$ cat src/rtl/alu_seq_pkg.sv
// Opcodes, FSM states and flag helpers shared by the alu_seq datapath.
// FnMUL is decoded only when ALU_SEQ_MUL_EN is defined.
package alu_seq_pkg;

  typedef enum logic [4:0] {
    FnA    = 5'd0,
    FnB    = 5'd1,
    FnADD  = 5'd2,
    FnADC  = 5'd3,
    FnSUB  = 5'd4,
    FnSUC  = 5'd5,
    FnNEG  = 5'd6,
    FnINC  = 5'd7,
    FnDEC  = 5'd8,
    FnAND  = 5'd9,
    FnOR   = 5'd10,
    FnXOR  = 5'd11,
    FnNOT  = 5'd12,
    FnNAND = 5'd13,
    FnNOR  = 5'd14,
    FnLSL  = 5'd15,
    FnLSR  = 5'd16,
    FnASR  = 5'd17,
    FnLUI  = 5'd18,
    FnLLI  = 5'd19,
    FnMUL  = 5'd20
  } alu_functions_t;

  typedef enum logic [1:0] {
    IDLE  = 2'd0,
    SHIFT = 2'd1,
    MUL   = 2'd2
  } alu_state_t;

  localparam int unsigned FlagZ = 0;
  localparam int unsigned FlagC = 1;
  localparam int unsigned FlagV = 2;
  localparam int unsigned FlagN = 3;

  function automatic logic [3:0] packFlags(input logic z, input logic c,
                                           input logic v, input logic n);
    logic [3:0] f;
    f = 4'b0000;
    f[FlagZ] = z;
    f[FlagC] = c;
    f[FlagV] = v;
    f[FlagN] = n;
    return f;
  endfunction

  function automatic logic isShiftOp(input alu_functions_t fn);
    return (fn == FnLSL) || (fn == FnLSR) || (fn == FnASR);
  endfunction

endpackage

$ cat src/rtl/alu_seq_addsub.sv
// Combinational WIDTH-bit adder with optional B inversion and carry-in;
// shared by every add, subtract, negate, increment and decrement op.
module alu_addsub #(
  parameter int WIDTH = 16
) (
  input  logic [WIDTH-1:0] a,
  input  logic [WIDTH-1:0] b,
  input  logic             invB,
  input  logic             cIn,
  output logic [WIDTH-1:0] sum,
  output logic             cOut,
  output logic             ovf
);

  logic [WIDTH-1:0] bEff_s;
  logic [WIDTH:0]   full_s;

  assign bEff_s = invB ? ~b : b;
  assign full_s = {1'b0, a} + {1'b0, bEff_s} + {{WIDTH{1'b0}}, cIn};
  assign sum    = full_s[WIDTH-1:0];
  assign cOut   = full_s[WIDTH];
  // Overflow: both addends share a sign that the sum does not.
  assign ovf    = (a[WIDTH-1] == bEff_s[WIDTH-1]) && (sum[WIDTH-1] != a[WIDTH-1]);

endmodule

$ cat src/rtl/alu_seq.sv
// Registered multi-cycle ALU with Start/Busy/Done handshake and iterative shifts.
// Define ALU_SEQ_MUL_EN to add the FnMUL shift-add multiplier.
module alu_seq
  import alu_seq_pkg::*;
#(
  parameter int WIDTH   = 16,
  parameter int SHAMT_W = $clog2(WIDTH)
) (
  input  logic             Clock,
  input  logic             Reset,
  input  logic             Start,
  input  alu_functions_t   Func,
  input  logic [WIDTH-1:0] A,
  input  logic [WIDTH-1:0] B,
  input  logic             CIn,
  output logic             Busy,
  output logic             Done,
  output logic [WIDTH-1:0] Result,
  output logic [3:0]       Flags
);

  localparam int HALF = WIDTH / 2;
  localparam int CNT_W = SHAMT_W + 1;
  localparam logic [CNT_W-1:0] CNT_ONE = {{(CNT_W-1){1'b0}}, 1'b1};

  alu_state_t       state_r;
  logic [CNT_W-1:0] count_r;
  logic [WIDTH-1:0] shiftVal_r;
  alu_functions_t   op_r;

  logic [WIDTH-1:0] asA_s, asB_s, asSum_s;
  logic             asInv_s, asCin_s, asCout_s, asOvf_s;
  logic [WIDTH-1:0] opRes_s, shiftNext_s;
  logic             opC_s, opV_s, opKeep_s, shiftOut_s;

`ifdef ALU_SEQ_MUL_EN
  localparam logic [CNT_W-1:0] MUL_ITER = CNT_W'(WIDTH);
  logic [WIDTH-1:0] mulHi_r, mulLo_r, mulMcand_r;
  logic [WIDTH:0]   mulSum_s;
  logic [WIDTH-1:0] mulHiNext_s, mulLoNext_s;

  // One shift-add iteration: conditionally add multiplicand, shift product right.
  assign mulSum_s    = {1'b0, mulHi_r} + (mulLo_r[0] ? {1'b0, mulMcand_r} : {(WIDTH+1){1'b0}});
  assign mulHiNext_s = mulSum_s[WIDTH:1];
  assign mulLoNext_s = {mulSum_s[0], mulLo_r[WIDTH-1:1]};
`endif

  alu_addsub #(.WIDTH(WIDTH)) uAddSub (
    .a    (asA_s),
    .b    (asB_s),
    .invB (asInv_s),
    .cIn  (asCin_s),
    .sum  (asSum_s),
    .cOut (asCout_s),
    .ovf  (asOvf_s)
  );

  // Adder operand steering for the arithmetic ops.
  always_comb begin
    asA_s   = A;
    asB_s   = B;
    asInv_s = 1'b0;
    asCin_s = 1'b0;
    case (Func)
      FnADC: asCin_s = CIn;
      FnSUB: begin asInv_s = 1'b1; asCin_s = 1'b1; end
      FnSUC: begin asInv_s = 1'b1; asCin_s = CIn; end
      FnNEG: begin asA_s = {WIDTH{1'b0}}; asB_s = A; asInv_s = 1'b1; asCin_s = 1'b1; end
      FnINC: begin asB_s = {WIDTH{1'b0}}; asCin_s = 1'b1; end
      FnDEC: begin asB_s = {{(WIDTH-1){1'b0}}, 1'b1}; asInv_s = 1'b1; asCin_s = 1'b1; end
      default: asCin_s = 1'b0;
    endcase
  end

  // Single-cycle result; zero-length shifts pass A through, unknown codes keep flags.
  always_comb begin
    opRes_s  = A;
    opC_s    = 1'b0;
    opV_s    = 1'b0;
    opKeep_s = 1'b0;
    case (Func)
      FnA:    opRes_s = A;
      FnB:    opRes_s = B;
      FnADD, FnADC, FnSUB, FnSUC, FnNEG, FnINC, FnDEC: begin
        opRes_s = asSum_s;
        opC_s   = asCout_s;
        opV_s   = asOvf_s;
      end
      FnAND:  opRes_s = A & B;
      FnOR:   opRes_s = A | B;
      FnXOR:  opRes_s = A ^ B;
      FnNOT:  opRes_s = ~A;
      FnNAND: opRes_s = ~(A & B);
      FnNOR:  opRes_s = ~(A | B);
      FnLUI:  opRes_s = {B[HALF-1:0], A[HALF-1:0]};
      FnLLI:  opRes_s = {A[WIDTH-1:HALF], B[HALF-1:0]};
      FnLSL, FnLSR, FnASR: opRes_s = A;
      default: begin
        opRes_s  = A;
        opKeep_s = 1'b1;
      end
    endcase
  end

  // One-bit shift step and the bit it pushes out.
  always_comb begin
    shiftNext_s = shiftVal_r;
    shiftOut_s  = 1'b0;
    case (op_r)
      FnLSL: begin shiftNext_s = {shiftVal_r[WIDTH-2:0], 1'b0}; shiftOut_s = shiftVal_r[WIDTH-1]; end
      FnLSR: begin shiftNext_s = {1'b0, shiftVal_r[WIDTH-1:1]}; shiftOut_s = shiftVal_r[0]; end
      FnASR: begin shiftNext_s = {shiftVal_r[WIDTH-1], shiftVal_r[WIDTH-1:1]}; shiftOut_s = shiftVal_r[0]; end
      default: shiftOut_s = 1'b0;
    endcase
  end

  // Control FSM and output registers; Result/Flags move only with Done.
  always_ff @(posedge Clock) begin
    if (Reset) begin
      state_r    <= IDLE;
      count_r    <= {CNT_W{1'b0}};
      shiftVal_r <= {WIDTH{1'b0}};
      op_r       <= FnA;
      Busy       <= 1'b0;
      Done       <= 1'b0;
      Result     <= {WIDTH{1'b0}};
      Flags      <= 4'b0000;
`ifdef ALU_SEQ_MUL_EN
      mulHi_r    <= {WIDTH{1'b0}};
      mulLo_r    <= {WIDTH{1'b0}};
      mulMcand_r <= {WIDTH{1'b0}};
`endif
    end else begin
      Done <= 1'b0;
      case (state_r)
        IDLE: begin
          if (Start) begin
            if (isShiftOp(Func) && (B[SHAMT_W-1:0] != {SHAMT_W{1'b0}})) begin
              state_r    <= SHIFT;
              Busy       <= 1'b1;
              count_r    <= {1'b0, B[SHAMT_W-1:0]};
              shiftVal_r <= A;
              op_r       <= Func;
`ifdef ALU_SEQ_MUL_EN
            end else if (Func == FnMUL) begin
              state_r    <= MUL;
              Busy       <= 1'b1;
              count_r    <= MUL_ITER;
              mulHi_r    <= {WIDTH{1'b0}};
              mulLo_r    <= B;
              mulMcand_r <= A;
`endif
            end else begin
              Result <= opRes_s;
              Done   <= 1'b1;
              if (!opKeep_s) begin
                Flags <= packFlags(opRes_s == {WIDTH{1'b0}}, opC_s, opV_s, opRes_s[WIDTH-1]);
              end
            end
          end
        end
        SHIFT: begin
          shiftVal_r <= shiftNext_s;
          count_r    <= count_r - CNT_ONE;
          if (count_r == CNT_ONE) begin
            state_r <= IDLE;
            Busy    <= 1'b0;
            Done    <= 1'b1;
            Result  <= shiftNext_s;
            Flags   <= packFlags(shiftNext_s == {WIDTH{1'b0}}, shiftOut_s, 1'b0, shiftNext_s[WIDTH-1]);
          end
        end
`ifdef ALU_SEQ_MUL_EN
        MUL: begin
          mulHi_r <= mulHiNext_s;
          mulLo_r <= mulLoNext_s;
          count_r <= count_r - CNT_ONE;
          if (count_r == CNT_ONE) begin
            state_r <= IDLE;
            Busy    <= 1'b0;
            Done    <= 1'b1;
            Result  <= mulLoNext_s;
            Flags   <= packFlags(mulLoNext_s == {WIDTH{1'b0}}, mulHiNext_s != {WIDTH{1'b0}},
                                 1'b0, mulLoNext_s[WIDTH-1]);
          end
        end
`endif
        default: begin
          state_r <= IDLE;
          Busy    <= 1'b0;
        end
      endcase
    end
  end

endmodule

$ cat config.mk
export PLATFORM = sky130hd
export DESIGN_NAME = alu_seq
export DESIGN_NICKNAME = d
export VERILOG_FILES = /design/src/rtl/alu_seq_pkg.sv /design/src/rtl/alu_seq_addsub.sv /design/src/rtl/alu_seq.sv
export SDC_FILE = /design/constraint.sdc
export NUM_CORES = 1
export LEC_CHECK = 0
export BUFFER_PORTS_ARGS = -buffer_cell sky130_fd_sc_hd__buf_2
export CAP_MARGIN = 20
export CELL_PAD_IN_SITES_DETAIL_PLACEMENT = 1
export CELL_PAD_IN_SITES_GLOBAL_PLACEMENT = 1
export CORE_MARGIN = 2
export CORE_UTILIZATION = 44
export DETAILED_ROUTE_END_ITERATION = 16
export GPL_TIMING_DRIVEN = 0
export PLACE_DENSITY = 0.83
export SYNTH_ARGS = -nofsm -noshare
export SYNTH_HDL_FRONTEND = slang
export SYNTH_SLANG_ARGS = --single-unit
$ cat constraint.sdc
create_clock -name Clock -period 5.1 [get_ports Clock]
set_clock_uncertainty 0.1 [all_clocks]
set_input_delay 0.765 -clock Clock [delete_from_list [all_inputs] [get_ports Clock]]
set_output_delay 0.765 -clock Clock [all_outputs]
set_load 0.05 [all_outputs]
# Word level (Yosys, flattened, before mapping)
# Index checks and enable logic that the tools add are counted.
totals:
  latch_bits: 0
  ram_bits: 0
  memories: 0
  inputBits: 41
  elab_cells: 107
  rom_bits: 0
  reg_bits: 50
op_classes:
  n_addsub: 3
  n_eq_ne: 31
  n_lt_le_gt_ge: 0
  n_mul: 0
  reduce_logical: 21
  shift: 0
  n_bitwise: 7
  div: 0
  mux: 37
ops:
  columns: ["cell", "n"]
  rows:
  - ["16-bit case mux with 10 select lines", 1]
  - ["16-bit 2-to-1 mux", 7]
  - ["16-bit case mux with 3 select lines", 2]
  - ["16-bit NOT", 4]
  - ["16-bit case mux with 2 select lines", 2]
  - ["5-bit by 4-bit == test with 1-bit output (second input constant)", 9]
  - ["16-bit logical NOT", 2]
  - ["5-bit == test (second input constant)", 6]
  - ["5-bit by 3-bit == test with 1-bit output (second input constant)", 4]
  - ["20-bit OR reduction", 1]
  - ["16-bit by 16-bit adder with 17-bit output", 1]
  - ["17-bit by 1-bit adder with 17-bit output", 1]
  - ["16-bit AND", 1]
  - ["4-bit 2-to-1 mux", 4]
  - ["16-bit bitwise OR", 1]
  - ["16-bit bitwise XOR", 1]
  - ["5-bit by 1-bit == test with 1-bit output (second input constant)", 2]
  - ["5-bit by 2-bit == test with 1-bit output (second input constant)", 2]
  - ["5-bit 2-to-1 mux", 2]
  - ["2-bit != test (second input constant)", 5]
  - ["5-bit case mux with 2 select lines", 1]
  - ["1-bit 2-to-1 mux", 9]
  - ["3-bit AND reduction", 3]
  - ["1-bit case mux with 2 select lines", 4]
  - ["other kinds (18)", 24]

# Logic depth before layout (Yosys ltp)
# Gate-level depths: netlist of the first run.
depth:
  ltp_word: 13
  mapped_depth: 21
  ltp_nobuf: 17

# Modules after synthesis
# Synthesis of the first run repeated with hierarchy kept, for this count alone.
unflattened:
  hier_cells: 793
  area_unflattened_um2: 5731.7
by_module_without_submodules:
  columns: ["mod", "cells_each", "area_each_um2", "instances"]
  rows:
  - ["alu_seq", 670, 4775.8, 1]
  - ["alu_addsub", 123, 955.9, 1]

# Least setup slack after synthesis of the first run
# No wires, ideal clock.
synth_timing:
  path_kind: "in2reg"
  start: "input Func[1]"
  end: "register Flags[0]"
  n_path_buf: 6
  required_time_ps: 4931
  stages: 21
  setup_time_ps: 69
  arrival_time_ps: 4516
  setup_slack_ps: 415
  cell_sequence: "buf_4 > buf_2 > buf_2 > buf_4 > inv_1 > nand2_1 > a21oi_1 > nor2_1 > nor2_1 > buf_2 > xnor2_1 > ha_1 > clkbuf_1 > a21oi_1 > o21ai_0 > a31oi_1 > a21o_1 > a31o_2 > nor4b_1 > nand4_1 > o21ai_1"
synth_between:
  elab_chain_cells: 12
  elab_cells_between_ends: 45
  classes_between: "2 x add/sub; 21 x eq/ne; 10 x mux; 1 x bitwise; 11 x reduce/logical"
synth_lines:
  columns: ["element", "line", "rtl"]
  rows:
  - ["from (decl)", "alu_seq.sv:12", "input alu_functions_t Func,"]
  - ["5-bit by 3-bit == test with 1-bit output / 5-bit by 4-bit == test with 1-bit output (equally long branches)", "alu_seq.sv:64, alu_seq.sv:81", null]
  - ["4-bit OR reduction (no source line) / 16-bit case mux with 3 select lines (equally long branches)", null, null]
  - ["1-bit 2-to-1 mux / 16-bit NOT (equally long branches)", "alu_seq.sv:64, alu_seq_addsub.sv:18", null]
  - ["16-bit 2-to-1 mux", "alu_seq_addsub.sv:18", "assign bEff_s = invB ? ~b : b;"]
  - ["16-bit by 16-bit adder with 17-bit output", "alu_seq_addsub.sv:19", "assign full_s = {1'b0, a} + {1'b0, bEff_s} + {{WIDTH{1'b0}}, cIn};"]
  - ["17-bit by 1-bit adder with 17-bit output", "alu_seq_addsub.sv:19", null]
  - ["16-bit case mux with 10 select lines", "alu_seq.sv:81", "case (Func)"]
  - ["16-bit logical NOT", "alu_seq.sv:157", "Flags <= packFlags(opRes_s == {WIDTH{1'b0}}, opC_s, opV_s, opRes_s[WIDTH-1]);"]
  - ["4-bit 2-to-1 mux", "alu_seq.sv:156", "if (!opKeep_s) begin"]
  - ["4-bit 2-to-1 mux", "alu_seq.sv:138", "if (isShiftOp(Func) && (B[SHAMT_W-1:0] != {SHAMT_W{1'b0}})) begin"]
  - ["4-bit 2-to-1 mux", "alu_seq.sv:137", "if (Start) begin"]
  - ["4-bit case mux with 2 select lines", "alu_seq.sv:135", "case (state_r)"]
  - ["to (signal assigned)", "alu_seq.sv:157", null]
  - ["to (signal assigned)", "alu_seq.sv:170", "Flags <= packFlags(shiftNext_s == {WIDTH{1'b0}}, shiftOut_s, 1'b0, shiftNext_s[WIDTH-1]);"]
  - ["to (decl)", "alu_seq.sv:19", "output logic [3:0] Flags"]
# Several ways; a longest one is shown, not always the timed one. The select of a mux whose other input is x is not followed.
# A chain may end at the register's enable or synchronous reset.

# Final worst setup path of the first run
layout_timing:
  start: "input Func[2]"
  end: "register Flags[0]"
# The elaborated chain is that of the path after synthesis.

==> results of run 1 <==
through the flow:
stage / setup TNS [ps] / instances / total power, mW / cell area, um2 / utilization
floorplan: 0 / 805 / 0.8381 / 5767 / -
global placement: -5027 / 1039 / 1.015 / 6292 / 0.4946
detailed placement: -7001 / 1041 / 1.037 / 6307 / 0.4958
CTS: 0 / 1048 / 1.381 / 6477 / 0.5091
global route: 0 / 1045 / 1.472 / 6511 / 0.5118
finish: 0 / 1045 / 1.399 / 6511 / 0.5118
repair_timing:
item                                    CTS  global route
resized for setup                        10            14
pin swaps                                 0             0
endpoints found under the setup margin   12             9
routing by layer:
| metal | global-route usage | part of all wire |
|---|---|---|
| met5 | 0 | 0 |
| met1 | 0.4172 | 0.40 |
| met4 | 0.1964 | 0.053 |
| met3 | 0.04151 | 0.079 |
| met2 | 0.5921 | 0.47 |
how the worst max path moves through the flow:
stage            start       end  slack, ps  cells after the start
2_1_floorplan  Func[1]  Flags[0]        410                     21
4_1_cts        Func[4]  Flags[0]         30                     20
3_5_place_dp   Func[4]  Flags[0]       -810                     18
6_report       Func[2]  Flags[0]        180                     18
5_1_grt        Func[2]  Flags[0]         10                     18
3_3_place_gp   Func[4]  Flags[0]       -700                     18
area by class of cell:
type                    count  area (um2)
fillers                  1676        6211
clock inverters             2       13.76
clock buffers               6       138.9
inverters                  56       210.2
plain buffers              52       235.2
repair buffers             65       330.3
flip-flops and latches     48       960.9
well taps                 172       215.2
multi-input cells         644        4407
cell families (layout without fill, tap and decap cells):
| family | after synthesis | in the layout |
|---|---|---|
| AND/OR/NAND/NOR | 265 | 265 |
| adder cells (fa/ha/maj) | 51 | 51 |
| multiplexers | 4 | 4 |
| XOR/XNOR | 38 | 38 |
| buffers and inverters | 113 | 181 |
| flip-flops | 48 | 48 |
| AO/OA/AOI/OAI | 286 | 286 |
registers in the layout, indices dropped and copies added, names as in the netlist:
| register | cells |
|---|---|
| Busy | 1 |
| count_r | 5 |
| Flags | 4 |
| Done | 1 |
| op_r | 5 |
| shiftVal_r | 16 |
| Result | 16 |
power groups by stage:
stage                     clock, mW  combinational [mW]  sequential [mW]
after detailed placement          0               0.609            0.427
after floorplan                   0               0.365            0.473
after CTS                     0.348               0.614            0.419
final                         0.347               0.632            0.419
after global placement            0               0.589            0.426
after global routing          0.366               0.684            0.422
layout by cell type, fill, tap and decap left out, types with 6 or more instances in the layout:
master and count:
nand2_1 88, buf_2 73, nor2_1 66, a21oi_1 64, inv_1 54, dfxtp_1 48, ha_1 48, clkbuf_1 33
o21ai_0 32, a22oi_1 25, xnor2_1 23, o211ai_1 21, xor2_1 15, a211oi_1 15, nand3_1 14, a221oi_1 13
o22ai_1 11, a22o_1 10, a21o_1 9, or3_1 9, a311oi_1 9, and2_1 8, nor3_1 8, and3_1 8
nor2b_1 7, o21ai_1 7, nand2b_1 6, nand3b_1 6, nor4_1 6, a2bb2oi_1 6, nand4_1 6
worst max-delay path, cell delays in order:
cell      delay (ps)
buf_2            140
buf_6            150
buf_2            290
nand2b_1         230
nor3_2           380
clkbuf_2         360
nor2_1            90
fa_1             420
inv_1            100
fa_1             210
nor2b_1           80
o211ai_1         400
a21oi_1          230
a211oi_1         380
o32ai_2          180
nor4b_1          320
nand4_1          130
o21ai_1          180
==> metrics, run 1 <==
area share of the largest cell type after synthesis=0.1666; nets@finish=964; dominant cell type by area after synthesis=dfxtp_1; syn nets=around 900; beginning of the worst register-to-register path=op_r[4]; number of cells on the worst reg-to-reg path=10; syn_area_per_cell=7.164 um2; Post-Synth Adder-Cell Area=0.1133; GPL Wtd Cong=~1.0; Worst-Margin Slew=1188 ps; dominant synthesized flop cell=dfxtp_1; Seq cells post-synth=48; Final setup viols=0; clock network power share=0.248; CTS clk-pin slew, worst paths=~70 ps; crit start category=input pin; DR DRC count=0; Netlist Area Pre-Place=~5800 um2; worst slack, placed=-813.7 ps; postcts setup bufs=0; core area=12720 um2; DRT antenna net count=0; Crit Path Max Fanout=10; Simple-Gate Fraction of Synth Area=0.2296; mux contribution to synthesized area=0.006943; compound-cell area share of the yosys netlist=0.3474; Starting Density=0.4533; WS Path Type=input pin to register; Int Pwr=810.6 uW; WL final=24.60 mm; CP arrival=5040 ps; Reg power frac=0.300; CTS H-tree depth=2; top post-synthesis cells by count=nand2_1, nor2_1, a21oi_1, inv_1, ha_1; layout cells sized above 1=0.1352; fraction of registers with async set/reset=0; Final Cycle Share=0.9645; leak pwr=2.723 nW; outcome=complete, no violations; RSZ-0062 raised after global routing=false; DR pass1 iterations=5; synth top area cells=dfxtp_1, ha_1, nand2_1; worst min-delay path startpoint=Result[6]; Cell variety after synth=78; CTS tree=yes; post-synthesis sequential area ratio=0.1666; Max-cap violations=0; first-pass GRT wire length=38.10 mm; I/O Buffers=62; number of diodes=0; capture point of the worst reg-to-reg path=Flags[0]; clk buf depth=2; CP endpoint kind=register; Rel. slew slack=0.2017; vias in the first global route=6937; cts hold-fix bufs=0; via count=~7k; Root Driver=clkbuf_16; HPWL after DPL=around 20 mm; area delta synth->final=12.91%; f_max=0.2033 GHz; PnR worst setup slack=181.2 ps; most numerous cell in the Yosys netlist=nand2_1; Synth Area in XOR/XNOR=0.05771; Worst Hold End=Result[6]; Final Hold Vio Count=0; global router's overall resource usage=0.3457; VDD IR max=0.1194 mV; hold path depth=2; die area=14040 um2; Starting DRT DRC Count=700; Worst EP required=approximately 5200 ps; Post-Syn Instances=roughly 810; max-slew violation count=0; largest net degree at the start of global routing=20; Logic pwr share=0.452; Yosys warnings=0; Vert. Die Dim=around 120 um; cell row count=41; fin crit period=approximately 4900 ps; Horiz. Die Dim=118.5 um; sw frac=0.4206; Hold Crit Class=register to register; r2r setup slk=just over 2000 ps; wire per inst=about 24 um; largest family of logic cells by synthesized area=compound AO/OA/AOI/OAI gates; initial antenna violation count=0; cell area power density=between 200 and 250 nW/um2; grt ovf=0; drt via density=6.593; clk_lat worst skew=300 ps; hold slack=349.8 ps; sw power=588.5 uW; clk sinks=48; num ports=63; number of flops mapped to enable cells by yosys=0; Num CTS Buffers=5
No activity file was read; power rests on OpenSTA's default activity.
==> run 2: changes to the inputs <==
==> constraint.sdc (replaced) <==
create_clock -name Clock -period 4.7 [get_ports Clock]
set_clock_uncertainty 0.1 [all_clocks]
set_input_delay 0.705 -clock Clock [delete_from_list [all_inputs] [get_ports Clock]]
set_output_delay 0.705 -clock Clock [all_outputs]
set_load 0.05 [all_outputs]
==> run 2 against run 1 <==
  * Via count down 0.58%
  * Clock power up 8.4%
  * Worst hold slack is essentially flat
  * Register-to-register slack got worse by 440 ps
  * Design area up 0.85%
  * Setup slack got worse by 19 ps
  * Sequential power increased by 8.6%
  * First-iteration DRC count rose by 1.4%
  * Critical path type unchanged
  * Critical endpoint unchanged
  * Highest routed layer unchanged
==> metrics, run 2 (synthesis gave the netlist of run 1 again) <==
outcome=complete, no violations (unchanged); WL final=24.65 mm (was 24.60 mm); commonest cells after routing, fill and taps aside=nand2_1, buf_2, nor2_1 (unchanged); family with the most delay on the worst path=compound AO/OA/AOI/OAI gates (unchanged); CTS H-tree depth=2 (unchanged); CP endpoint=Flags[0] (unchanged); Vert. Die Dim=118.5 um (unchanged); die area=14040 um2 (unchanged); placed cells=1041 (unchanged); area delta synth->final=13.86% (was 12.91%); drt via density=6.568 (was 6.593); Non-Filler Instances=1043 (was 1045); vias in the first global route=6920 (was 6937); Crit Path Max Fanout=10 (unchanged); GPL Wtd Cong=1.011 (unchanged); Worst-Margin Slew=1204 ps (was 1188 ps); Final Cycle Share=0.9656; layout cells sized above 1=0.1412 (was 0.1352); max incr delay on CP=400 ps (was 420 ps); CP startpoint=Func[2] (unchanged); Rel. slew slack=0.1910 (was 0.2017); CTS tree=yes (unchanged); Starting Density=0.4533 (unchanged); first-pass GRT wire length=37.98 mm (was 38.10 mm); CP endpoint kind=register (unchanged); core area=12720 um2 (unchanged); Final Hold Vio Count=0 (unchanged); critical path depth=17 (was 18); Horiz. Die Dim=118.5 um (unchanged); beginning of the worst register-to-register path=op_r[4] (unchanged); f_max=0.2204 GHz; capture point of the worst reg-to-reg path=Flags[0] (unchanged); number of diodes=0 (unchanged); cell area power density=232.6 nW/um2 (was 214.9 nW/um2); nets@finish=962 (was 964); Worst EP required=4820 ps (was 5230 ps); num ports=63 (unchanged); cell row count=41 (unchanged); clk sinks=48 (unchanged); Max stage delay cell, worst path=o211ai_1 (was fa_1); clk buf depth=2 (unchanged); biggest regs=Result: 16 flops, shiftVal_r: 16 flops (unchanged); most common cell after layout, fill and taps aside=nand2_1 (unchanged); CTS clk-pin slew, worst paths=70 ps (about the same); RSZ-0062 raised after global routing=false (unchanged); wire per inst=23.63 um (was 23.54 um); largest net degree at the start of global routing=20 (unchanged); PnR worst setup slack=161.9 ps (was 181.2 ps); DR DRC count=0 (unchanged); VDD IR max=0.1304 mV (was 0.1194 mV); Final setup viols=0 (unchanged); crit start category=input pin (unchanged); postcts setup bufs=0 (unchanged); post-route setup TNS=0 ps (unchanged); clk_lat worst skew=290 ps (was 300 ps); CP arrival=4660 ps (was 5040 ps); worst path cell trace=buf_2 -> buf_6 -> clkbuf_4 -> nand2b_2 -> nor3_4 -> clkbuf_2 -> a22oi_1 -> xnor2_1 -> ha_1 -> nor2b_1 -> o211ai_1 -> a21oi_1 -> a211oi_1 -> o32ai_2 -> nor4b_2 -> nand4_1 -> o21ai_1 (was buf_2 -> buf_6 -> buf_2 -> nand2b_1 -> nor3_2 -> clkbuf_2 -> nor2_1 -> fa_1 -> inv_1 -> fa_1 -> nor2b_1 -> o211ai_1 -> a21oi_1 -> a211oi_1 -> o32ai_2 -> nor4b_1 -> nand4_1 -> o21ai_1); via count=6850 (was 6890); Max-cap violations=0 (unchanged); DR pass1 iterations=6 (was 5); Root Driver=clkbuf_16 (unchanged); WS Path Type=input pin to register (unchanged); worst min-delay path startpoint=Result[6] (unchanged); I/O Buffers=62 (unchanged); FILL cells=1663 (was 1676); initial antenna violation count=0 (unchanged); total power=1.527 mW (was 1.399 mW); CP bufs+invs=4 (was 5); max-slew violation count=0 (unchanged); Num CTS Buffers=5 (unchanged); hold path depth=2 (unchanged); final instance area=6566 um2 (was 6511 um2); leak pwr=2.737 nW (was 2.723 nW); r2r setup slk=1620 ps (was 2060 ps); DRT antenna net count=0 (unchanged); grt ovf=0 (unchanged); cts hold-fix bufs=0 (unchanged); number of cells on the worst reg-to-reg path=10 (unchanged); Hold Crit Class=register to register (unchanged); worst slack, placed=-1154 ps (was -813.7 ps); global router's overall resource usage=0.3443 (was 0.3457); area of placed instances=6307 um2 (unchanged); fin crit period=4538 ps; HPWL after DPL=19.75 mm (unchanged); Starting DRT DRC Count=710 (was 700)
[run 2: changes by cell type in the layout (fill, tap and decap cells not counted), moves of 2 or more]
cell / before / now
buf_2: 73 / 66
buf_4: 5 / 9
clkbuf_2: 4 / 2
clkbuf_4: 1 / 4
[run 2: metrics by stage]
step                      utilization  hold slack, ps
final                          0.5161           349.5
after global routing           0.5161           375.9
after CTS                      0.5111           352.4
after detailed placement       0.4958           345.1
after global placement         0.4946           340.1
after floorplan                     -           378.3
[run 2: power breakdown]
part           total (mW)  internal, mW  switching, mW
sequential          0.455         0.433         0.0218
clock               0.376         0.213          0.163
combinational       0.696         0.238          0.458
[run 2: worst min-delay path by stage]
| stage | end | slack (ps) |
|---|---|---|
| final | Result[6] | 350 |
| after global routing | Result[5] | 380 |
| after floorplan | count_r[2] | 380 |
| after global placement | Result[7] | 340 |
| after detailed placement | Result[6] | 350 |
| after CTS | Result[6] | 350 |
[run 2: per-layer routing]
metal | wire, um | global-route usage
met1 | 9828 | 0.4143
met2 | 11700 | 0.5903
met3 | 1756 | 0.04440
met4 | 1361 | 0.1927
met5 | 0 | 0
[run 2: layout make-up]
class / count / area [um2] / share of cell area
multi-input cells: 644 / 4447 / 0.6772
inverters: 56 / 210.2 / 0.03201
well taps: 172 / 215.2 / 0.03277
clock buffers: 6 / 138.9 / 0.02115
plain buffers: 50 / 250.2 / 0.03811
repair buffers: 65 / 330.3 / 0.05030
flip-flops and latches: 48 / 960.9 / 0.1463
clock inverters: 2 / 13.76 / 0.002096
[run 2: timing repair]
action                                  CTS  global route
gates resized for setup                  21            23
pin swaps                                 0             2
endpoints found under the setup margin   16            12
[run 2: worst reg2reg max path: cells and delay by family (launching register included)]
| kind | cells | cell delay, ps |
|---|---|---|
| AND/OR/NAND/NOR | 3 | 750 |
| buffers and inverters | 2 | 590 |
| flip-flops | 1 | 360 |
| AO/OA/AOI/OAI | 5 | 1210 |
==> run 3: changes to the inputs <==
--- a/config.mk
+++ b/config.mk
@@ -9,11 +9,12 @@
 export CAP_MARGIN = 20
 export CELL_PAD_IN_SITES_DETAIL_PLACEMENT = 1
 export CELL_PAD_IN_SITES_GLOBAL_PLACEMENT = 1
+export CORE_ASPECT_RATIO = 0.6
 export CORE_MARGIN = 2
 export CORE_UTILIZATION = 44
 export DETAILED_ROUTE_END_ITERATION = 16
 export GPL_TIMING_DRIVEN = 0
-export PLACE_DENSITY = 0.83
+export PLACE_DENSITY = 0.9
 export SYNTH_ARGS = -nofsm -noshare
 export SYNTH_HDL_FRONTEND = slang
 export SYNTH_SLANG_ARGS = --single-unit
==> run 3 against run 2 <==
  * Global-route usage increased by 2.1 points
  * Non-clock buffer count increased by 4
  * Final cell count increased by 0.19%
  * Maximum frequency increased by 0.16%
  * Worst hold slack improved by 1.3 ps
  * Sequential cell count unchanged
  * Clock power increased by 2%
  * Sequential share of layout area about the same
  * Via count increased by 2.0%
  * Critical endpoint unchanged
  * Highest routed layer unchanged
==> metrics, run 3 (synthesis gave the netlist of run 1 again) <==
outcome=complete, no violations (unchanged); die area=14070 um2 (was 14040 um2); most common cell after layout, fill and taps aside=nand2_1 (unchanged); leak pwr=2.733 nW (was 2.737 nW); GPL Wtd Cong=1.036 (was 1.011); max incr delay on CP=470 ps (was 400 ps); CTS clk-pin slew, worst paths=70 ps (about the same); vias in the first global route=6698 (was 6920); cell mode on critical path=clkbuf_4; Rel. slew slack=0.1954 (was 0.1910); nets@finish=966 (was 962); DR DRC count=0 (unchanged); Starting Density=0.4501 (was 0.4533); CTS H-tree depth=2 (unchanged); FILL cells=1700 (was 1663); Max-cap violations=0 (unchanged); post-layout util=0.5110 (was 0.5161); placed cells=1038 (was 1041); DR WL met2=9.709 mm (was 11.70 mm); DR pass1 iterations=6 (unchanged); crit start category=input pin (unchanged); DR top layer=met4 (unchanged); hold slack=350.8 ps (was 349.5 ps); r2r setup slk=1430 ps (was 1620 ps); clk buf depth=2 (unchanged); Final setup viols=0 (unchanged); Max stage delay cell, worst path=o211ai_1 (unchanged); RSZ-0062 raised after global routing=false (unchanged); Worst EP required=4840 ps (was 4820 ps); number of diodes=0 (unchanged); I/O Buffers=62 (unchanged); Vert. Die Dim=92.68 um (was 118.5 um); fin crit period=4531 ps (was 4538 ps); area of placed instances=6295 um2 (was 6307 um2); first-pass GRT wire length=38.90 mm (was 37.98 mm); via count=6984 (was 6850); VDD IR max=0.1438 mV (was 0.1304 mV); DRT antenna net count=0 (unchanged); Final Cycle Share=0.9641 (was 0.9656); largest net degree at the start of global routing=20 (unchanged); biggest regs=Result: 16 flops, shiftVal_r: 16 flops (unchanged); WL met1=11.70 mm (was 9.828 mm); Worst-Margin Slew=1198 ps (was 1204 ps); max-slew violation count=0 (unchanged); area delta synth->final=13.54% (was 13.86%); Num CTS Buffers=5 (unchanged); grt ovf=0 (unchanged); commonest cells after routing, fill and taps aside=nand2_1, buf_2, nor2_1 (unchanged); wire per inst=24.39 um (was 23.63 um); final instance area=6548 um2 (was 6566 um2); cts hold-fix bufs=0 (unchanged); DR WL met3=3.787 mm (was 1.756 mm); drt via density=6.683 (was 6.568); Crit Path Max Fanout=10 (unchanged); CP endpoint kind=register (unchanged); area occupied by multi-input gates=4415 um2 (was 4447 um2); clk_lat worst skew=310 ps (was 290 ps); core area=12810 um2 (was 12720 um2); worst path cell trace=buf_2 -> buf_6 -> clkbuf_4 -> nand2b_2 -> nor3_4 -> clkbuf_4 -> nor2_1 -> fa_1 -> inv_1 -> fa_2 -> nor2b_2 -> o211ai_1 -> a211o_1 -> buf_4 -> nand3_1 -> a31o_2 -> nor4b_1 -> nand4_1 -> o21ai_1 (was buf_2 -> buf_6 -> clkbuf_4 -> nand2b_2 -> nor3_4 -> clkbuf_2 -> a22oi_1 -> xnor2_1 -> ha_1 -> nor2b_1 -> o211ai_1 -> a21oi_1 -> a211oi_1 -> o32ai_2 -> nor4b_2 -> nand4_1 -> o21ai_1); num ports=63 (unchanged); CTS tree=yes (unchanged); global router's overall resource usage=0.3655 (was 0.3443); cell area power density=235.1 nW/um2 (was 232.6 nW/um2); Storage cell area=960.9 um2 (unchanged); cell row count=32 (was 41); Hold Crit Class=register to register (unchanged); initial antenna violation count=0 (unchanged); Final Hold Vio Count=0 (unchanged); Starting DRT DRC Count=917 (was 710); HPWL after DPL=20.24 mm (was 19.75 mm); WS Path Type=input pin to register (unchanged); clk sinks=48 (unchanged); WL final=25.48 mm (was 24.65 mm); Root Driver=clkbuf_16 (unchanged); total power=1.539 mW (was 1.527 mW); f_max=0.2207 GHz (was 0.2204 GHz); layout cells sized above 1=0.1394 (was 0.1412); Non-Filler Instances=1045 (was 1043); CP arrival=4670 ps (was 4660 ps); Horiz. Die Dim=151.8 um (was 118.5 um)
run 3: changes by cell type in the layout (fill, tap and decap cells not counted), moves of 2 or more:
| cell | delta |
|---|---|
| a31oi_1 | +2 |
| clkinvlp_4 | +2 |
| o21ai_1 | +2 |
| a31oi_2 | -2 |
| buf_2 | +3 |
run 3: worst paths after layout:
path         startpoint   endpoint  depth (start not counted)
max             Func[2]   Flags[0]                         19
min           Result[2]  Result[2]                          2
max reg2reg     op_r[1]   Flags[0]                          8
min reg2reg   Result[2]  Result[2]                          2
run 3: per-layer routing:
metal	track usage	vias to the layer above
li1	-	3125
met1	0.5552	3347
met2	0.4947	479
met3	0.1296	33
met4	0.05247	0
met5	0	-
run 3: per-stage QoR:
stage	setup TNS, ps	setup WS, ps
after floorplan	0	74.77
after detailed placement	-11140	-1112
final	0	169.0
after global placement	-9321	-940.8
after global routing	0	28.78
after CTS	0	35.63
run 3: final cells by class:
| class | instances | area share |
|---|---|---|
| timing repair buffer | 69 | 0.05465 |
| multi-input combinational | 644 | 0.6744 |
| sequential | 48 | 0.1468 |
| buffer | 50 | 0.03688 |
| clock buffer | 5 | 0.01911 |
| tap | 170 | 0.03249 |
| inverter | 56 | 0.03210 |
| clock inverter | 3 | 0.003631 |
run 3: timing repair:
item,CTS,global route
pin swaps,0,5
gates resized for setup,13,22
setup endpoints to repair,14,12
setup buffers,0,5
run 3: critical path: cells and delay by family:
| family | cells | cell delay, ps |
|---|---|---|
| AO/OA/AOI/OAI | 4 | 1140 |
| adder cells (fa/ha/maj) | 2 | 640 |
| buffers and inverters | 6 | 1050 |
| AND/OR/NAND/NOR | 7 | 1100 |
run 3: where the power goes:
part | switching, mW | internal [mW] | total [mW]
combinational | 0.463 | 0.237 | 0.699
sequential | 0.0226 | 0.433 | 0.455
clock | 0.185 | 0.199 | 0.384
total | 0.671 | 0.868 | 1.54
